### src/rtl/reg_bank_seq_if.sv
// reg_bank_seq_if: command handshake plus reg_bank read/write bus for reg_bank_seq.
interface reg_bank_seq_if #(parameter int DATA_W = 32, parameter int ADDR_W = 2);
  logic              cmd_valid;
  logic              cmd_ready;
  logic [1:0]        cmd_op;
  logic [ADDR_W-1:0] cmd_rd;
  logic [ADDR_W-1:0] cmd_rs1;
  logic [ADDR_W-1:0] cmd_rs2;
  logic [DATA_W-1:0] cmd_imm;
  logic              e_l;
  logic [ADDR_W-1:0] reg_e;
  logic [DATA_W-1:0] dado;
  logic [ADDR_W-1:0] fnt1;
  logic [ADDR_W-1:0] fnt2;
  logic [DATA_W-1:0] dado_l_1;
  logic [DATA_W-1:0] dado_l_2;
  logic [DATA_W-1:0] result;
  logic              zero;
  logic              done;
  logic              busy;
  modport master (
    output cmd_valid, cmd_op, cmd_rd, cmd_rs1, cmd_rs2, cmd_imm, dado_l_1, dado_l_2,
    input  cmd_ready, e_l, reg_e, dado, fnt1, fnt2, result, zero, done, busy
  );
  modport slave (
    input  cmd_valid, cmd_op, cmd_rd, cmd_rs1, cmd_rs2, cmd_imm, dado_l_1, dado_l_2,
    output cmd_ready, e_l, reg_e, dado, fnt1, fnt2, result, zero, done, busy
  );
endinterface

### src/rtl/reg_bank_seq.sv
// reg_bank_seq: sequences one ADD/SUB/AND/MOVI command at a time against reg_bank
// (read operands, execute, write back), one register write per command.
module reg_bank_seq #(
  parameter int DATA_W = 32,
  parameter int ADDR_W = 2
) (
  input  logic           clk,
  input  logic           rst_n,
  reg_bank_seq_if.slave  bus
);
  typedef enum logic [1:0] {IDLE, READ, EXEC, WRITE} state_t;
  localparam logic [1:0] OP_ADD = 2'd0, OP_SUB = 2'd1, OP_MOVI = 2'd3;
  state_t            state_q, state_d;
  logic [1:0]        op_q, op_d;
  logic [ADDR_W-1:0] rd_q, rd_d, fnt1_q, fnt1_d, fnt2_q, fnt2_d, reg_e_q, reg_e_d;
  logic [DATA_W-1:0] a_q, a_d, b_q, b_d, dado_q, dado_d, result_q, result_d;
  logic              zero_q, zero_d;
  logic              accept;
  always_comb begin
    accept   = bus.cmd_valid && bus.cmd_ready;
    state_d  = state_q;
    op_d     = op_q;
    rd_d     = rd_q;
    fnt1_d   = fnt1_q;
    fnt2_d   = fnt2_q;
    reg_e_d  = reg_e_q;
    a_d      = a_q;
    b_d      = b_q;
    dado_d   = dado_q;
    result_d = result_q;
    zero_d   = zero_q;
    case (state_q)
      IDLE: if (accept) begin
        op_d = bus.cmd_op;
        rd_d = bus.cmd_rd;
        if (bus.cmd_op == OP_MOVI) begin
          state_d = WRITE;
          reg_e_d = bus.cmd_rd;
          dado_d  = bus.cmd_imm;
        end else begin
          state_d = READ;
          fnt1_d  = bus.cmd_rs1;
          fnt2_d  = bus.cmd_rs2;
        end
      end
      READ: begin
        a_d     = bus.dado_l_1;
        b_d     = bus.dado_l_2;
        state_d = EXEC;
      end
      EXEC: begin
        dado_d  = op_q == OP_ADD ? a_q + b_q : op_q == OP_SUB ? a_q - b_q : a_q & b_q;
        reg_e_d = rd_q;
        state_d = WRITE;
      end
      WRITE: begin
        result_d = dado_q;
        zero_d   = dado_q == '0;
        state_d  = IDLE;
      end
      default: state_d = IDLE;
    endcase
  end
  always_ff @(posedge clk or negedge rst_n) begin
    if (!rst_n) begin
      state_q  <= IDLE;
      op_q     <= '0;
      rd_q     <= '0;
      fnt1_q   <= '0;
      fnt2_q   <= '0;
      reg_e_q  <= '0;
      a_q      <= '0;
      b_q      <= '0;
      dado_q   <= '0;
      result_q <= '0;
      zero_q   <= 1'b0;
    end else begin
      state_q  <= state_d;
      op_q     <= op_d;
      rd_q     <= rd_d;
      fnt1_q   <= fnt1_d;
      fnt2_q   <= fnt2_d;
      reg_e_q  <= reg_e_d;
      a_q      <= a_d;
      b_q      <= b_d;
      dado_q   <= dado_d;
      result_q <= result_d;
      zero_q   <= zero_d;
    end
  end
  // rst_n gates ready directly so no accept can be seen while reset is held
  assign bus.cmd_ready = (state_q == IDLE) && rst_n;
  assign bus.e_l       = state_q == WRITE;
  assign bus.done      = state_q == WRITE;
  assign bus.busy      = state_q != IDLE;
  assign bus.reg_e     = reg_e_q;
  assign bus.dado      = dado_q;
  assign bus.fnt1      = fnt1_q;
  assign bus.fnt2      = fnt2_q;
  assign bus.result    = result_q;
  assign bus.zero      = zero_q;
endmodule

### src/flat_wrapper.sv
// flat-port wrapper written by rule: the top's interface ports become plain ports
module reg_bank_seq_flat 
#(
  parameter int DATA_W = 32,
  parameter int ADDR_W = 2
)
  (clk, rst_n, bus_cmd_valid, bus_cmd_op, bus_cmd_rd, bus_cmd_rs1, bus_cmd_rs2, bus_cmd_imm, bus_dado_l_1, bus_dado_l_2, bus_cmd_ready, bus_e_l, bus_reg_e, bus_dado, bus_fnt1, bus_fnt2, bus_result, bus_zero, bus_done, bus_busy);
  reg_bank_seq_if #(.DATA_W(DATA_W), .ADDR_W(ADDR_W)) bus_i ();
  input  logic clk;
  input  logic rst_n;
  input wire logic [$bits(bus_i.cmd_valid)-1:0] bus_cmd_valid;
  input wire logic [$bits(bus_i.cmd_op)-1:0] bus_cmd_op;
  input wire logic [$bits(bus_i.cmd_rd)-1:0] bus_cmd_rd;
  input wire logic [$bits(bus_i.cmd_rs1)-1:0] bus_cmd_rs1;
  input wire logic [$bits(bus_i.cmd_rs2)-1:0] bus_cmd_rs2;
  input wire logic [$bits(bus_i.cmd_imm)-1:0] bus_cmd_imm;
  input wire logic [$bits(bus_i.dado_l_1)-1:0] bus_dado_l_1;
  input wire logic [$bits(bus_i.dado_l_2)-1:0] bus_dado_l_2;
  output wire logic [$bits(bus_i.cmd_ready)-1:0] bus_cmd_ready;
  output wire logic [$bits(bus_i.e_l)-1:0] bus_e_l;
  output wire logic [$bits(bus_i.reg_e)-1:0] bus_reg_e;
  output wire logic [$bits(bus_i.dado)-1:0] bus_dado;
  output wire logic [$bits(bus_i.fnt1)-1:0] bus_fnt1;
  output wire logic [$bits(bus_i.fnt2)-1:0] bus_fnt2;
  output wire logic [$bits(bus_i.result)-1:0] bus_result;
  output wire logic [$bits(bus_i.zero)-1:0] bus_zero;
  output wire logic [$bits(bus_i.done)-1:0] bus_done;
  output wire logic [$bits(bus_i.busy)-1:0] bus_busy;
  assign bus_i.cmd_valid = bus_cmd_valid;
  assign bus_i.cmd_op = bus_cmd_op;
  assign bus_i.cmd_rd = bus_cmd_rd;
  assign bus_i.cmd_rs1 = bus_cmd_rs1;
  assign bus_i.cmd_rs2 = bus_cmd_rs2;
  assign bus_i.cmd_imm = bus_cmd_imm;
  assign bus_i.dado_l_1 = bus_dado_l_1;
  assign bus_i.dado_l_2 = bus_dado_l_2;
  assign bus_cmd_ready = bus_i.cmd_ready;
  assign bus_e_l = bus_i.e_l;
  assign bus_reg_e = bus_i.reg_e;
  assign bus_dado = bus_i.dado;
  assign bus_fnt1 = bus_i.fnt1;
  assign bus_fnt2 = bus_i.fnt2;
  assign bus_result = bus_i.result;
  assign bus_zero = bus_i.zero;
  assign bus_done = bus_i.done;
  assign bus_busy = bus_i.busy;
  reg_bank_seq #(.DATA_W(DATA_W), .ADDR_W(ADDR_W)) u_core (.clk(clk), .rst_n(rst_n), .bus(bus_i));
endmodule
### config.mk
export PLATFORM = sky130hd
export DESIGN_NAME = reg_bank_seq_flat
export DESIGN_NICKNAME = d
export VERILOG_FILES = /design/src/rtl/reg_bank_seq_if.sv /design/src/rtl/reg_bank_seq.sv /design/src/flat_wrapper.sv
export SDC_FILE = /design/constraint.sdc
export NUM_CORES = 1
export LEC_CHECK = 0
export BUFFER_PORTS_ARGS = -buffer_cell sky130_fd_sc_hd__buf_2
export CAP_MARGIN = 20
export CORE_MARGIN = 3
export CORE_UTILIZATION = 23
export CTS_BUF_LIST = sky130_fd_sc_hd__clkbuf_4 sky130_fd_sc_hd__clkbuf_8
export CTS_CLUSTER_DIAMETER = 60
export DETAILED_ROUTE_END_ITERATION = 16
export PLACE_DENSITY = 0.45
export SETUP_SLACK_MARGIN = 0.05
export SYNTH_ARGS = -nofsm -noshare
export SYNTH_HDL_FRONTEND = slang
export SYNTH_SLANG_ARGS = --single-unit
### constraint.sdc
create_clock -name clk -period 2.92 [get_ports clk]
set_input_delay 0.292 -clock clk [delete_from_list [all_inputs] [get_ports clk]]
set_output_delay 0.292 -clock clk [all_outputs]
set_load 0.01 [all_outputs]
==> qor.yml <==
clock_tree:
  clk-insertion-delay-late_ns: 0.49
  ctsRootBufferMaster: "clkbuf_8"
  clk_pin_slew_worst_paths_ns: 0.10
  cts.sink_count: 141
  cts_buffer_count: 17
  clockBufferDepth: 2
  tritoncts: "yes"
  h_tree_depth_reported_by_cts: 4
global_route:
  global_route.usage.met2_pct: 22.4
  initial_antenna_violation_count: 2
  grt_pass1_wl_um: 51600
  first_global_vias: 8859
  global_route.usage.met1_pct: 22.1
  grt_most_used_layer: "met2"
  track_usage_pct: 14.9
  grt_max_degree: 61
  grt.met3_usage_pct: 2.73
  globalRouteOverflowTotal: 0
min_path:
  worst_hold_path_type: "input pin to flop"
  hold_path_depth: 3
logic_synthesis:
  synth-main-ff-cell: "dfrtp_1"
  synthesis.area_per_instance_um2: 8.96
  biggest_area_contributors_in_the_synthesized_netlist: "dfrtp_1, ha_1, mux2_2, o21ai_0, a21oi_1"
  synthesis.yosys.warnings: 0
  synthesis.nets: 1225
  synth.lib_cells_used.distinct: 68
  synth_async_sr_flop_share_pct: 100
  post_synth_instance_area_mm2: 0.00940
  synth.top_cell.area_share_pct: 37.6
  synth.largest_area_cell: "dfrtp_1"
  postSynthCellCount: 1049
  synth_enable_flop_cells: 0
  ys_seq_area_share_pct: 37.6
  synth-seq-cells: 141
floorplan:
  die_height_um: 208
  full_die_area_mm2: 0.0433
  design.portCount: 182
  floorplan.initialDensity_pct: 23.5
  core_box_area_mm2: 0.0400
  floorplan.die.width_um: 208
  placementRows: 73
sta:
  worst_pin_slew_ns: 0.751
  relSlewSlack_pct: 49.9
  finalCritPeriodShare_pct: 102
  report.final.slew_viol_count: 0
  slack_of_the_critical_path_ns: -0.0651
  setup-violations-final: 6
  hold_viol: 0
  post-route-min-period_ns: 2.99
  finClkSkew_ns: 0.0152
  maxClockFrequency_ghz: 0.335
  tns_ns: -0.264
  unrepaired_setup_endpoints_after_global_routing: "true"
critical_path:
  rr_startpoint: "u_core.b_q[1]$_DFFE_PN0N_"
  reg2reg_slack_ns: -0.07
  worst-r2r-cell-count: 14
  timing.critical_path.to: "u_core.bus.dado[28]$_DFFE_PN0P_"
  setup.worst_path.end_class: "flop"
  critPathRequiredTime_ns: 3.28
  arrival_time_of_data_at_the_critical_path_endpoint_ns: 3.34
  crit_path_max_fanout: 3
  worstSetupStartpointType: "flop"
  critical_path_class: "flop to flop"
  launch_point_of_the_critical_path: "u_core.b_q[1]$_DFFE_PN0N_"
  reg2reg_to: "u_core.bus.dado[28]$_DFFE_PN0P_"
place:
  port_buffers: 181
  placed_cells_incl_taps: 1811
  dpl_worst_slack_ns: -0.441
  post_dp_hpwl_um: 25200
  finalWeightedCongestion: 0.872
  placed_area_mm2: 0.0116
finish:
  final_net_count: 1545
  fraction_of_final_layout_cells_sized_beyond_drive_strength_1_pct: 37.6
  most-common-layout-cells: "buf_2, dfrtp_1, buf_4"
  post_layout_nonfiller_instances: 1909
  post-route-cell-area_mm2: 0.0132
  layout_commonest_cell: "buf_2"
  fillcell_total: 4226
  flow.area_growth_from_synthesis_pct: 40.2
  multi_input_area_mm2: 0.00588
  total_area_of_sequential_cells_mm2: 0.00353
route:
  drtIter0Drc: 562
  ant_nets: 0
  totalWireLength_um: 32300
  post_drt_wl_per_cell_um: 16.9
  avgViaCountPerCell: 4.57
  route.detailed.drc: 0
  vias: 8731
  dr.pass1.iters: 7
run:
  max-cap-violations: 0
power_and_ir_drop:
  leakage_nw: 5.85
  power-per-cell-area_mw_per_mm2: 1490
  worst_ir_drop_vdd_mv: 0.393
run_status:
  result_of_the_run: "finished with violations"
  failing_checks: "negative setup slack"
[metrics by stage]
| stage | hold WS (ns) | util (%) | total power, W |
|---|---|---|---|
| after global routing | 0.00702 | 32.9 | 0.0214 |
| after CTS | 0.0000181 | 32.3 | 0.0192 |
| after floorplan | -0.00359 | - | 0.0117 |
| final | 0.0516 | 32.9 | 0.0197 |
| after detailed placement | 0.212 | 29.1 | 0.0166 |
| after global placement | 0.214 | 29.1 | 0.0165 |
[cell type report]
cell class / instances / share of cell area (%)
Multi-Input combinational cell: 780 / 44.7
Sequential cell: 141 / 26.8
Timing Repair Buffer: 365 / 18.6
Tap cell: 525 / 4.99
Inverter: 64 / 1.82
Clock buffer: 17 / 1.78
Clock inverter: 15 / 1.28
Antenna cell: 2 / 0.0380
[worst max-delay path, stage by stage (launching register included)]
cell	delay [ns]
dfrtp_2	0.45
buf_4	0.15
fa_2	0.38
nor2b_4	0.15
o21ai_4	0.16
a31oi_4	0.12
a211oi_2	0.31
buf_4	0.19
o41ai_4	0.07
buf_4	0.17
a21oi_4	0.14
o31ai_2	0.08
xnor2_1	0.14
a221oi_2	0.25
nor3_1	0.09
[cell families after synthesis]
logic type | Yosys count | synth area share [%]
fa+ha+maj | 69 | 9.35
simple gates | 289 | 14.4
mux | 88 | 10.3
flops | 141 | 37.6
xor+xnor | 27 | 2.52
compound gates | 307 | 20.5
buf+inv | 128 | 5.34
[synthesized netlist by cell type, types with 6 or more instances]
cell type,n
mux2i_1,16
a21o_1,10
mux2_2,72
a31oi_1,9
a221o_1,9
nor3b_1,6
o21ai_0,97
o21bai_1,7
or3_1,7
nand4_1,6
buf_2,8
nand2b_1,7
dfrtp_1,141
o31ai_1,13
inv_1,61
xnor2_1,24
nor3_1,25
o21ai_1,10
nand3_1,14
o211ai_1,17
ha_1,67
nand2_1,100
a21oi_1,83
a211oi_1,7
buf_1,11
nor2b_1,14
nor4_1,13
clkbuf_1,43
nor2_1,76
[state kept, by name, summed over array words and instances (netlist names)]
signal and count:
u_core.bus.fnt2 2, u_core.b_q 32, u_core.bus.dado 32, u_core.bus.zero 1, u_core.state_q 2, u_core.bus.reg_e 2
u_core.a_q 32, u_core.op_q 2, u_core.bus.fnt1 2, u_core.rd_q 2, u_core.bus.result 32
[how the worst min path moves through the flow]
stage / slack [ns] / to / from
5_1_grt: 0.007 / u_core.b_q[24]$_DFFE_PN0N_ / bus_dado_l_2[24]
3_5_place_dp: 0.21 / u_core.bus.result[23]$_DFFE_PN0P_ / rst_n
6_report: 0.05 / u_core.b_q[23]$_DFFE_PN0N_ / bus_dado_l_2[23]
3_3_place_gp: 0.21 / u_core.bus.result[24]$_DFFE_PN0P_ / rst_n
4_1_cts: 0.00002 / u_core.a_q[21]$_DFFE_PN0N_ / bus_dado_l_1[21]
2_1_floorplan: -0.004 / u_core.a_q[0]$_DFFE_PN0N_ / rst_n
[per-layer routing]
| layer | share of wire, % | vias up |
|---|---|---|
| li1 | - | 4377 |
| met2 | 43 | 164 |
| met4 | 0.86 | 0 |
| met5 | 0 | - |
| met3 | 3.4 | 19 |
| met1 | 52 | 4171 |
[power breakdown]
group / switching, W / internal [W] / leakage (nW) / total [W]
Combinational: 0.00769 / 0.00655 / 3.96 / 0.0142
Sequential: 0.000786 / 0.00295 / 1.68 / 0.00374
Clock: 0.000947 / 0.000719 / 0.203 / 0.00167
[repair_timing]
action | 4_1_cts | 5_1_grt
gates resized for setup | 63 | 52
setup buffers | 10 | 4
setup endpoints to repair | 18 | 24
hold buffers | 51 | 0
hold endpoints to repair | 85 | 0
pin swaps | 42 | 37
(Power assumes the default switching activity.)
